## src/rtl/mem_lsu.sv

```systemverilog
// rtl/mem_lsu.sv - load/store unit in front of a big-endian byte-addressed 32-bit RAM
// Optional feature: define LSU_ALIGN_CHECK_EN to report misaligned half/word accesses as errors.

`ifndef RAM_READ
`define RAM_READ  2'd0
`endif
`ifndef RAM_WRITE
`define RAM_WRITE 2'd1
`endif

module mem_lsu (
    input  logic        i_clk,
    input  logic        i_rst,
    input  logic        i_req_valid,
    output logic        o_req_ready,
    input  logic        i_req_we,
    input  logic [1:0]  i_req_size,
    input  logic        i_req_signed,
    input  logic [31:0] i_req_addr,
    input  logic [31:0] i_req_wdata,
    output logic        o_rsp_valid,
    output logic [31:0] o_rsp_rdata,
    output logic        o_err,
    output logic [1:0]  o_ram_action,
    output logic [31:0] o_ram_addr,
    input  logic [31:0] i_ram_val,
    output logic [31:0] o_ram_val
);

    typedef enum logic [1:0] {
        ST_IDLE  = 2'd0,
        ST_READ  = 2'd1,
        ST_WRITE = 2'd2,
        ST_RESP  = 2'd3
    } state_t;

    localparam logic [1:0] SZ_BYTE = 2'd0;
    localparam logic [1:0] SZ_HALF = 2'd1;
    localparam logic [1:0] SZ_WORD = 2'd2;
    localparam logic [1:0] SZ_RSVD = 2'd3;

    state_t      state_q, state_d;
    logic        we_q, we_d;
    logic [1:0]  size_q, size_d;
    logic        signed_q, signed_d;
    logic [31:0] addr_q, addr_d;
    logic [31:0] wdata_q, wdata_d;
    // Only the bytes that survive a sub-word merge need to be kept.
    logic [23:0] buf_q, buf_d;
    logic        rsp_valid_q, rsp_valid_d;
    logic [31:0] rsp_rdata_q, rsp_rdata_d;
    logic        err_q, err_d;

    logic        accept;
    logic        req_err;
    logic [31:0] merged;

    // Pick the leading byte/half of the fetched word and extend it.
    function automatic logic [31:0] load_extend(input logic [31:0] w,
                                                input logic [1:0]  size,
                                                input logic        sgn);
        logic [31:0] r;
        case (size)
            SZ_BYTE: r = {{24{sgn & w[31]}}, w[31:24]};
            SZ_HALF: r = {{16{sgn & w[31]}}, w[31:16]};
            default: r = w;
        endcase
        return r;
    endfunction

    assign o_req_ready = (state_q == ST_IDLE) && !i_rst;
    assign accept      = i_req_valid && o_req_ready;

    // Classify the incoming request as not performable.
    always_comb begin
        req_err = (i_req_size == SZ_RSVD);
`ifdef LSU_ALIGN_CHECK_EN
        if ((i_req_size == SZ_HALF) && i_req_addr[0])
            req_err = 1'b1;
        if ((i_req_size == SZ_WORD) && (i_req_addr[1:0] != 2'b00))
            req_err = 1'b1;
`endif
    end

    // Build the write word: new data in the leading bytes, old trailing bytes kept.
    always_comb begin
        case (size_q)
            SZ_BYTE: merged = {wdata_q[7:0], buf_q};
            SZ_HALF: merged = {wdata_q[15:0], buf_q[15:0]};
            default: merged = wdata_q;
        endcase
    end

    // RAM port; reset gates the write strobe so an aborted store never commits.
    always_comb begin
        o_ram_action = ((state_q == ST_WRITE) && !i_rst) ? `RAM_WRITE : `RAM_READ;
        o_ram_addr   = ((state_q == ST_READ) || (state_q == ST_WRITE)) ? addr_q : 32'd0;
        o_ram_val    = (state_q == ST_WRITE) ? merged : 32'd0;
    end

    // Next-state and response logic; response registers are only nonzero while in RESP.
    always_comb begin
        state_d     = state_q;
        we_d        = we_q;
        size_d      = size_q;
        signed_d    = signed_q;
        addr_d      = addr_q;
        wdata_d     = wdata_q;
        buf_d       = buf_q;
        rsp_valid_d = 1'b0;
        rsp_rdata_d = 32'd0;
        err_d       = 1'b0;
        case (state_q)
            ST_IDLE: begin
                if (accept) begin
                    we_d     = i_req_we;
                    size_d   = i_req_size;
                    signed_d = i_req_signed;
                    addr_d   = i_req_addr;
                    wdata_d  = i_req_wdata;
                    if (req_err) begin
                        state_d     = ST_RESP;
                        rsp_valid_d = 1'b1;
                        err_d       = 1'b1;
                    end else if (i_req_we && (i_req_size == SZ_WORD)) begin
                        state_d = ST_WRITE;
                    end else begin
                        state_d = ST_READ;
                    end
                end
            end
            ST_READ: begin
                buf_d = i_ram_val[23:0];
                if (we_q) begin
                    state_d = ST_WRITE;
                end else begin
                    state_d     = ST_RESP;
                    rsp_valid_d = 1'b1;
                    rsp_rdata_d = load_extend(i_ram_val, size_q, signed_q);
                end
            end
            ST_WRITE: begin
                state_d     = ST_RESP;
                rsp_valid_d = 1'b1;
            end
            default: begin
                state_d = ST_IDLE;
            end
        endcase
    end

    // State and datapath registers.
    always_ff @(posedge i_clk or posedge i_rst) begin
        if (i_rst) begin
            state_q     <= ST_IDLE;
            we_q        <= 1'b0;
            size_q      <= SZ_BYTE;
            signed_q    <= 1'b0;
            addr_q      <= 32'd0;
            wdata_q     <= 32'd0;
            buf_q       <= 24'd0;
            rsp_valid_q <= 1'b0;
            rsp_rdata_q <= 32'd0;
            err_q       <= 1'b0;
        end else begin
            state_q     <= state_d;
            we_q        <= we_d;
            size_q      <= size_d;
            signed_q    <= signed_d;
            addr_q      <= addr_d;
            wdata_q     <= wdata_d;
            buf_q       <= buf_d;
            rsp_valid_q <= rsp_valid_d;
            rsp_rdata_q <= rsp_rdata_d;
            err_q       <= err_d;
        end
    end

    assign o_rsp_valid = rsp_valid_q;
    assign o_rsp_rdata = rsp_rdata_q;
    assign o_err       = err_q;

endmodule

```

## config.mk

```make
export PLATFORM = sky130hd
export DESIGN_NAME = mem_lsu
export DESIGN_NICKNAME = d
export VERILOG_FILES = /design/src/rtl/mem_lsu.sv
export SDC_FILE = /design/constraint.sdc
export NUM_CORES = 1
export LEC_CHECK = 0
export ABC_CLOCK_PERIOD_IN_PS = 5950
export CORE_MARGIN = 2
export CORE_UTILIZATION = 45
export DETAILED_ROUTE_END_ITERATION = 7
export HOLD_SLACK_MARGIN = 0.02
export PLACE_DENSITY = 0.79
export SYNTH_ARGS = -nofsm -noshare
export SYNTH_HDL_FRONTEND = slang
export SYNTH_SLANG_ARGS = --single-unit
```

## constraint.sdc

```tcl
create_clock -name i_clk -period 5.95 [get_ports i_clk]
set_clock_uncertainty 0.2 [all_clocks]
set_input_delay 1.19 -clock i_clk [delete_from_list [all_inputs] [get_ports i_clk]]
set_output_delay 1.19 -clock i_clk [all_outputs]
set_load 0.005 [all_outputs]
```

==> metrics list, run 1 <==
- Final setup margin: 1.90 ns
- Detailed router's first-iteration violation count: 239
- Clock period minus worst slack: 4.05 ns
- The clock reaches the later pin of the worst-skew pair after 0.40 ns.
- Maximum frequency from static timing analysis: 0.247 GHz
* Largest net degree at the start of global routing: 87
* Aggregate global routing overflow: 0
- Final count of hold timing violations: 0
* I/O pin count: 204
* Sequential-to-total area share from yosys stat: 0.513
- After detailed routing, the average wire length per cell comes to 17.6 um.
* Global-route usage over all layers: 0.213
- Area overhead of the layout relative to synthesis: 42.4%
- Final max-slew violation count: 0
- Post-synthesis net count: 595
- Via count: 4,344
- Clock-pin slew was measured on the worst setup and hold paths at 0.06 ns.
- From left edge to right edge, the die measures 122 um.
- Die Area: 0.0148 mm2
* Clock root cell: sky130_fd_sc_hd__clkbuf_16
- The HPWL after detailed placement is 11,100 um.
- TritonCTS clock tree: done
- Slew of the pin with the lowest slew margin: 1.10 ns
- Of the total power, registers draw 0.344.
* Area share of the leading cell type in the synthesized netlist: 0.513
* Internal Power: 3.26 mW
- The worst setup path is launched from a flop.
- Routability cong.: 0.801
- The analysis attributes to net switching a power of 1.45 mW.
* LEAKAGE: 3.93 nW
- Final instance area: 0.00889 mm2
- Bufs on Longest Clock Path: 2
- Post-CTS repair changed the size of 0 cells.
* Post-route DRC: 0
- Measured against its own limit, the worst slew margin works out to 0.270.
- Of the cells placed in the final design, the portion with a size suffix greater than 1 is 0.198.
- Cell with the largest stage delay on the worst path: sky130_fd_sc_hd__ha_1
- For the worst setup path, the data required time is 4.56 ns.
- OpenSTA, run right after detailed placement, puts the worst setup slack at 2.17 ns.
- The filler cells instantiated in the layout total 1,036.
- Sw Ratio: 0.308
* Final setup violation count: 0
- Along the worst path, the maximum fanout reaches 35.
* Vias per Instance: 4.99
- Delay-heaviest family, CP: adder cells
- The number of buffers and inverters on the critical path is 2.
- Clock share of power: 0.211
- Number of clock sinks: 128
- Count of inserted antenna diode cells: 0
- Dividing total power by cell area gives a power density of 529 mW/mm2.
- In this run the core area contains 43 standard-cell rows.
- Avg Synthesized Cell Area: 12.8 um2
* Number of nets with antenna violations after routing: 0
* Number of buffers added by the clock tree synthesis step: 17
- Cells along the critical path: inv_1 > ha_1 > nor2b_1 > clkdlybuf4s50_1
* Total negative setup slack: 0 ns
* Leading cell type in the layout, fill and taps excluded: sky130_fd_sc_hd__clkdlybuf4s50_1
- Total of max-cap violations: 0
* Number of different library cells in the post-synthesis netlist: 33
- Relative contribution of combinational cells to total power: 0.444
* Effective utilization at floorplan: 0.455
* Total number of yosys warnings: 0
- Kind of capture point of the worst setup path: output port
- Final core area utilization: 0.648
- The run finished with clean final reports.
- H-tree lvl count: 4
* Placed inst area: 0.00832 mm2
- Period utilisation layout: 0.681
- The first TritonRoute pass finished after 4 iterations.
- Summing every instance area after synthesis gives 0.00624 mm2.
- Number of storage elements in the synthesis netlist: 128
- The number of antenna violations at the first check in global routing is 0.
- For this run, the slowest stage of the critical path takes 0.89 ns.
- Wire length of the first global-routing pass: 23,900 um
* Library cell with the largest summed area after synthesis: sky130_fd_sc_hd__dfrtp_1
- The top cell types in the final layout, fill and taps aside, are 202 x sky130_fd_sc_hd__clkdlybuf4s50_1, 127 x sky130_fd_sc_hd__dfrtp_1, 68 x sky130_fd_sc_hd__mux2_4, 49 x sky130_fd_sc_hd__and2_1, 40 x sky130_fd_sc_hd__mux2i_1.
* Setup repair bufs after CTS: 0
- The number of hold buffers added after CTS was 0.
* Fin nets: 787
- Worst-case vdd ir drop: 0.268 mV
* Number of global-route vias before repair: 4,565
- The total area inside the core boundary comes to 0.0137 mm2.
- Setup repair after global routing left no endpoint under its margin.
* DIE HEIGHT: 122 um
* Cell count after synthesis: 488
- Critical path start-end classification: reg2out
* Total routed wirelength: 15,300 um
- The path class of the tightest hold or removal check is reg2reg.
- At the worst endpoint, the arrival time is 2.66 ns.
- Sorting the synthesized cells by area gives the leading types as sky130_fd_sc_hd__dfrtp_1 51%, sky130_fd_sc_hd__mux2_4 16%, sky130_fd_sc_hd__mux2i_1 6.4%.
- In this run the tool buffered the top-level ports with 202 buffer cells.
worst reg2reg max path, stage by stage, from the launching register on:
cell,delay (ns)
sky130_fd_sc_hd__dfrtp_1,0.42
sky130_fd_sc_hd__inv_1,0.11
sky130_fd_sc_hd__ha_1,0.28
sky130_fd_sc_hd__and3b_4,0.61
sky130_fd_sc_hd__buf_4,0.49
sky130_fd_sc_hd__mux2_4,0.36
state kept, by name, indices dropped and copies added (netlist names):
name and count:
addr_q 32, buf_q 24, o_err 1, o_rsp_rdata 32
o_rsp_valid 1, signed_q 1, size_q 2, state_q 2
wdata_q 32, we_q 1
power by group through the flow:
stage / Combinational [mW] / Clock (mW) / Sequential, mW
after floorplan: 1.37 / 0 / 1.43
after global placement: 2.07 / 0 / 1.61
after detailed placement: 2.10 / 0 / 1.62
after CTS: 2.12 / 1.01 / 1.62
after global routing: 2.27 / 1.05 / 1.68
final: 2.09 / 0.994 / 1.62
cell families after synthesis:
group | share of synthesized area
other | 0.000601
flip-flops | 0.513
adder cells (fa/ha/maj) | 0.00802
AO/OA/AOI/OAI | 0.0489
AND/OR/NAND/NOR | 0.0976
buffers and inverters | 0.0465
multiplexers | 0.285
cell usage after synthesis (all sizes together):
master  number
a21o         1
nand2b       2
ha           4
a311oi       1
and2        49
a211oi       1
o21ai       17
conb         1
nand3        3
a31oi        2
a21oi       22
clkbuf       9
o31ai        2
and3         1
nor2b       19
inv         19
and2b        1
and3b        1
mux2i       40
or2          1
dfrtp      128
mux2       100
nand2       19
a22oi        6
buf         25
nand3b       2
o21a         1
nor2        11
layer usage:
layer | routed length (um) | GRT usage
met2 | 7010 | 0.336
met4 | 233 | 0.0654
met5 | 0 | 0
met3 | 1200 | 0.0702
met1 | 6860 | 0.281
path summary, 6_finish.rpt:
check	depth (start not counted)	to	slack [ns]	start
max	4	o_ram_val[14]	1.90	state_q[0]
min	1	buf_q[2]	0.30	buf_q[2]
max reg2reg	5	wdata_q[28]	3.36	state_q[1]
min reg2reg	1	buf_q[2]	0.30	buf_q[2]
max in group asynchronous	3	addr_q[16]	3.25	i_rst
min in group asynchronous	2	addr_q[28]	1.16	i_rst
cell type report:
type / count / area [um2] / area share
clock buffer: 20 / 457 / 0.0514
clock inverter: 10 / 114 / 0.0128
inverter: 19 / 76.3 / 0.00858
multi-input combinational: 307 / 2750 / 0.310
sequential: 128 / 3210 / 0.361
tap: 180 / 225 / 0.0253
timing repair buffer: 207 / 2060 / 0.232
metrics by stage:
step                instances  power [mW]  hold slack [ns]
global placement          841        3.68            0.290
global route              871        5.00            0.320
CTS                       871        4.76            0.306
finish                    871        4.71            0.304
floorplan                 488        2.80            0.273
detailed placement        841        3.72            0.288
Power figures use the tool's default switching activity.
==> run 2: changes to the inputs <==
ABC_CLOCK_PERIOD_IN_PS = 3400   (was 5950)
CORE_UTILIZATION = 42   (was 45)
PLACE_DENSITY = 0.77   (was 0.79)
clock period = 3.4 ns   (was 5.95 ns; I/O delays follow)
==> metrics list, run 2 (same netlist as run 1, synthesis figures left out) <==
* Status: complete, no violations
- Setup slack at placement: 0.496 ns (-1.67 ns)
- Power density relative to cell area: 936 mW/mm2 (+77%)
- The post-detailed-routing wire length is 15,700 um (+2.4%).
- Final-layout worst hold slack: 0.305 ns (+0.00171 ns)
- The routed wirelength normalized by instance count was 17.8 um (+1.2%).
- The wire length of the first global-routing pass is 25,200 um (+5.4%).
- The total routing usage reported by global routing came to 0.202 (-0.0115).
- Count of inserted antenna diode cells: 0 (unchanged)
* Clock period minus worst slack: 3.12 ns
- Input/output buffers: 202 (unchanged)
* Cells along the critical path: inv_1 > ha_2 > and2_1 > clkdlybuf4s50_1
- Unrepaired setup endpoints after global routing: false
- Of the available clock period, the critical path in the final layout requires 0.917.
- Final core area utilization: 0.621 (-0.0274)
- The pin count of the biggest net entering global routing was 129 (+48%).
- Cell Count, Final, Fillers Out: 881 (+1.1%)
- DIE HEIGHT: 126 um (+3.4%)
- The startpoint identified for the worst register-to-register timing path is state_q[0].
- The number of violations reported at the end of detailed-routing iteration 0 was 230 (-3.8%).
- Number of clock sinks: 128 (unchanged)
- The total CTS buffers came to 17 (unchanged).
- Cell with the largest stage delay on the worst path: sky130_fd_sc_hd__ha_2
- The count of filler cells inserted in the layout came to 1,127 (+8.8%).
- The critical path ends at o_ram_addr[0].
- Fin nets: 793 (+0.76%)
- The area taken by flip-flops and latches came to 0.00321 mm2 (unchanged).
- Crit path max fanout: 33 (-5.7%)
- Final setup margin: 0.282 ns (-1.62 ns)
* Arrival @ worst endpoint: 2.24 ns (-0.42 ns)
- Worst Path Required: 2.52 ns (-2.04 ns)
- Area overhead of the layout relative to synthesis: 44.5%
* Standard cell core area: 0.0145 mm2 (+5.9%)
- Final setup violation count: 0 (unchanged)
- Kind of capture point of the worst setup path: output port
- The setup slack on the worst flop-to-flop path was 1.12 ns (-2.24 ns).
- The number of cell instances on the worst register-to-register path was 5 (unchanged).
- The final setup TNS came to 0 ns (unchanged).
- TritonCTS built the clock tree.
* Critical path start-end classification: reg2out
- The cell sitting at the root of the clock tree is a sky130_fd_sc_hd__clkbuf_16.
- Effective utilization at floorplan: 0.430 (-0.0255)
- The number of cells after detailed placement came to 851 (+1.2%).
- The worst setup path is launched from a flop.
* Layout cell share with drive strength beyond 1: 0.205 (+0.00690)
- The number of remaining DRC errors is 0 (unchanged).
* Bufs on Longest Clock Path: 2 (unchanged)
- The number of iterations in the first detailed-routing pass came to 4 (unchanged).
- Type of the tightest min-delay check: reg2reg
* Half-perimeter wire length after detailed placement: 11,100 um (about the same)
* Final count of hold timing violations: 0 (unchanged)
- The chip width was 126 um (+3.4%).
* Number of core rows: 44 (+2.3%)
- Leading cell type in the layout, fill and taps excluded: sky130_fd_sc_hd__clkdlybuf4s50_1
* Vias per Instance: 4.94 (-0.98%)
- The via count came to 4,351 (+0.16%).
- Slowest Stage Delay on Critical Path: 0.61 ns (-0.28 ns)
* Capture point of the worst reg-to-reg path: addr_q[6]
- Max_slew headroom: 0.530 (+0.260)
- Clock-pin slew reported for the worst setup and hold paths after clock tree synthesis: 0.06 ns (about the same)
- The max-capacitance violation count is 0 (unchanged).
- The via count of the first global-routing pass came to 4,661 (+2.1%).
- Critical path startpoint: state_q[0]
- Placed inst area: 0.00842 mm2 (+1.2%)
- Final instance area: 0.00902 mm2 (+1.5%)
* Clock latency on the worst-skew pair: 0.40 ns (about the same)
- For this run, the top clock speed supported by timing is 0.321 GHz.
- The area taken by multi-input logic gates was 0.00276 mm2 (+0.18%).
* Number of nets with antenna violations after routing: 0 (unchanged)
- The final count of pins violating max slew was 0 (unchanged).
- The global placement routability congestion was 0.786 (-1.8%).
- Most used cells in the layout excluding fill and tap cells: 202 x sky130_fd_sc_hd__clkdlybuf4s50_1, 127 x sky130_fd_sc_hd__dfrtp_1, 68 x sky130_fd_sc_hd__mux2_4, 49 x sky130_fd_sc_hd__and2_1, 40 x sky130_fd_sc_hd__mux2i_1
- I/O pin count: 204 (unchanged)
- The CTS H-tree depth was 4 (unchanged).
* Number of antenna violations at the first check in global routing: 0 (unchanged)
* Worst-case vdd ir drop: 0.578 mV (+120%)
- Slew of the pin with the lowest slew margin: 0.705 ns (-0.391 ns)
- Post-layout power: 8.45 mW (+79%)
- The area of the die came to 0.0159 mm2 (+6.9%).
- Hold bufs inserted after CTS: 0 (unchanged)
- LEAKAGE: 3.99 nW (+1.6%)
* Aggregate global routing overflow: 0 (unchanged)
run 2: worst max-delay path: cells and delay by family (launching register included):
family / cells / cell delay [ns]
fa+ha+maj: 1 / 0.61
simple gates: 1 / 0.19
flops: 1 / 0.40
buf+inv: 2 / 0.62
run 2: how the worst min path moves through the flow:
| stage | start | end | slack, ns | cells past startpoint |
|---|---|---|---|---|
| global placement | buf_q[2] | buf_q[2] | 0.29 | 1 |
| global route | buf_q[3] | buf_q[3] | 0.32 | 1 |
| detailed placement | addr_q[2] | addr_q[2] | 0.29 | 1 |
| finish | buf_q[8] | buf_q[8] | 0.31 | 1 |
| floorplan | addr_q[0] | addr_q[0] | 0.27 | 1 |
| CTS | addr_q[5] | addr_q[5] | 0.31 | 1 |
run 2: area by class of cell:
| type | instances | area share |
|---|---|---|
| multi-input combinational | 307 | 0.306 |
| inverter | 19 | 0.00832 |
| tap | 184 | 0.0255 |
| clock buffer | 24 | 0.0545 |
| clock inverter | 6 | 0.0116 |
| sequential | 128 | 0.355 |
| timing repair buffer | 213 | 0.239 |
run 2: repair_timing:
| item | CTS | global route |
|---|---|---|
| resized for setup | 0 | 2 |
| setup endpoints to repair | 0 | 33 |
| buffers inserted | 0 | 0 |
run 2: layer usage:
metal | share of wire | track usage | routed length [um] | vias to the layer above
li1 | - | - | - | 2041
met1 | 0.45 | 0.271 | 7000 | 2102
met2 | 0.46 | 0.310 | 7140 | 196
met3 | 0.086 | 0.0765 | 1350 | 12
met4 | 0.011 | 0.0517 | 170 | 0
met5 | 0 | 0 | 0 | -
run 2: where the power goes:
part | switching, mW | total, mW | internal (mW)
registers | 0.557 | 2.77 | 2.21
logic | 1.38 | 3.84 | 2.46
clock network | 0.625 | 1.84 | 1.22
total | 2.56 | 8.45 | 5.89
==> run 3: changes to the inputs <==
--- a/config.mk
+++ b/config.mk
@@ -8,2 +8,3 @@
 export ABC_CLOCK_PERIOD_IN_PS = 3400
+export CAP_MARGIN = 20
 export CORE_MARGIN = 2
==> constraint.sdc (replaced) <==
create_clock -name i_clk -period 3.4 [get_ports i_clk]
set_clock_uncertainty 0.2 [all_clocks]
set_input_delay 0.34 -clock i_clk [delete_from_list [all_inputs] [get_ports i_clk]]
set_output_delay 0.34 -clock i_clk [all_outputs]
set_load 0.005 [all_outputs]
==> metrics list, run 3 (same netlist as run 1, synthesis figures left out) <==
- The run finished with clean final reports.
* RR Startpoint: state_q[1]
* Number of detailed-routing iterations run before antenna repair: 4 (unchanged)
- The routed wirelength normalized by instance count is 17.9 um (+0.48%).
* Post-route DRC: 0 (unchanged)
* Leading cell type in the layout, fill and taps excluded: sky130_fd_sc_hd__clkdlybuf4s50_1
- DIE WIDTH: 126 um (unchanged)
* Number of clock sinks: 128 (unchanged)
* Number of core rows: 44 (unchanged)
- Hold bufs inserted after CTS: 0 (unchanged)
- The data arrival time at the worst-slack endpoint was 2.46 ns (+0.22 ns).
- The standby leakage power came to 3.98 nW (-0.19%).
- In this run the worst hold path is classified as in2async.
- Capture point of the worst reg-to-reg path: addr_q[18]
- Detailed router's first-iteration violation count: 221 (-3.9%)
* Slew of the pin with the lowest slew margin: 0.763 ns (+0.0583 ns)
- Fin nets: 790 (-0.38%)
* Number of nets with antenna violations after routing: 0 (unchanged)
- Clock-pin slew reported for the worst setup and hold paths after clock tree synthesis: 0.05 ns (about the same)
- The post-detailed-route via-to-cell ratio is 4.94 (about the same).
- By startpoint and endpoint, the worst setup path is classified as reg2out.
- Wire length of the first global-routing pass: 24,600 um (-2.4%)
- Standard cell core area: 0.0145 mm2 (unchanged)
- Kind of capture point of the worst setup path: output port
* Maximum frequency from static timing analysis: 0.334 GHz (+4.0%)
- The tree is rooted in a sky130_fd_sc_hd__clkbuf_16.
* Period utilisation layout: 0.881 (-0.0356)
* Clock period minus worst slack: 3.00 ns (-0.121 ns)
- Global-route usage over all layers: 0.201 (-0.000453)
* Final setup violation count: 0 (unchanged)
- The worst relative slew slack came to 0.491 (-0.0389).
- Most used cells in the layout excluding fill and tap cells: 202 x sky130_fd_sc_hd__clkdlybuf4s50_1, 127 x sky130_fd_sc_hd__dfrtp_1, 68 x sky130_fd_sc_hd__mux2_4, 49 x sky130_fd_sc_hd__and2_1, 40 x sky130_fd_sc_hd__mux2i_1
- The total CTS buffers is 17 (unchanged).
- I/O pin count: 204 (unchanged)
- Layout cell share with drive strength beyond 1: 0.200 (-0.00516)
- The number of input and output port buffers inserted is 202 (unchanged).
- The post-detailed-routing wire length is 15,700 um (+0.26%).
* Final-layout fill cell count: 1,148 (+1.9%)
- The via count of the first global-routing pass is 4,614 (-1.0%).
- The setup slack on the worst flop-to-flop path is 1.08 ns (-0.04 ns).
- The maximum fanout along the worst path was 33 (unchanged).
* Largest net degree at the start of global routing: 51 (-60%)
* Number of antenna violations at the first check in global routing: 0 (unchanged)
- The power per cell area is 931 mW/mm2 (-0.54%).
- The number of buffers inserted to repair setup after CTS is 0 (unchanged).
- Final max-slew violation count: 0 (unchanged)
- The area growth from synthesis to layout is 44.2%.
- The residual overflow from global routing came to 0 (unchanged).
- Count of inserted antenna diode cells: 0 (unchanged)
- Die Area: 0.0159 mm2 (unchanged)
* Effective utilization at floorplan: 0.430 (unchanged)
- Kind of start point of the critical path: flop
* Via count: 4,342 (-0.21%)
* DIE HEIGHT: 126 um (unchanged)
* Routability cong.: 0.786 (about the same)
* Half-perimeter wire length after detailed placement: 11,600 um (+4.3%)
- Setup repair after global routing left no endpoint under its margin.
* H-tree lvl count: 4 (unchanged)
- The number of hold violations in the final report was 0 (unchanged).
* Total negative setup slack: 0 ns (unchanged)
- Clock latency on the worst-skew pair: 0.41 ns (about the same)
* Bufs on Longest Clock Path: 2 (unchanged)
- Post-cts gate resize count: 0 (unchanged)
- The number of cell instances on the worst register-to-register path came to 5 (unchanged).
- Worst-case vdd ir drop: 0.497 mV (-14%)
- TritonCTS built the clock tree.
* Total of max-cap violations: 0 (unchanged)
- Post-layout power: 8.39 mW (-0.74%)
- The required time at the worst-slack endpoint was 2.86 ns (+0.34 ns).
==> run 3: cell count changes in the layout (fill, tap and decap cells not counted) <==
cell,before,now
sky130_fd_sc_hd__ha_1,2,4
sky130_fd_sc_hd__buf_12,4,5
sky130_fd_sc_hd__bufinv_16,3,2
sky130_fd_sc_hd__ha_2,2,0
sky130_fd_sc_hd__clkbuf_8,4,6
sky130_fd_sc_hd__buf_4,7,3
==> run 3: layer usage <==
metal / part of all wire / global-route usage / vias to the layer above / routed length, um
met4: 0.018 / 0.0743 / 0 / 287
met3: 0.081 / 0.0731 / 22 / 1280
li1: - / - / 2043 / -
met2: 0.47 / 0.326 / 173 / 7400
met1: 0.43 / 0.248 / 2104 / 6740
met5: 0 / 0 / - / 0
==> run 3: worst max-delay path by stage <==
stage / depth (start not counted) / end / slack (ns) / startpoint
after floorplan: 1 / addr_q[0] / 1.28 / i_rst
after detailed placement: 4 / o_ram_addr[14] / 0.79 / state_q[1]
after global placement: 4 / o_ram_addr[14] / 0.82 / state_q[0]
after global routing: 4 / o_ram_addr[14] / 0.21 / state_q[1]
after CTS: 4 / o_ram_addr[14] / 0.33 / state_q[1]
final: 4 / o_ram_addr[14] / 0.40 / state_q[1]
==> run 3: final cells by class <==
cell class | count | area [um2] | area share
well taps | 184 | 230 | 0.0256
clock buffers | 26 | 519 | 0.0577
clock inverters | 5 | 75.1 | 0.00834
repair buffers | 210 | 2140 | 0.238
inverters | 19 | 75.1 | 0.00834
flip-flops and latches | 128 | 3210 | 0.356
multi-input cells | 307 | 2750 | 0.306
==> run 3: critical path: stages, from the launching register on <==
cell and delay [ns]:
sky130_fd_sc_hd__dfrtp_1 0.39, sky130_fd_sc_hd__inv_1 0.09, sky130_fd_sc_hd__ha_1 0.78, sky130_fd_sc_hd__and2_1 0.25, sky130_fd_sc_hd__clkdlybuf4s50_1 0.53
==> run 3: stage by stage <==
step	worst slack, ns	area, um2	util	hold WS (ns)	instances
finish	0.403	9000	0.620	0.275	879
global route	0.214	9000	0.620	0.320	879
CTS	0.331	9000	0.620	0.290	879
detailed placement	0.787	8410	0.579	0.291	848
global placement	0.824	8410	0.579	0.288	848
floorplan	1.28	6250	-	0.264	488
==> run 3: power by group <==
part           total [mW]  internal [mW]  switching [mW]
registers            2.76           2.21           0.550
logic                3.81           2.42            1.39
clock network        1.82           1.19           0.627
total                8.39           5.82            2.56
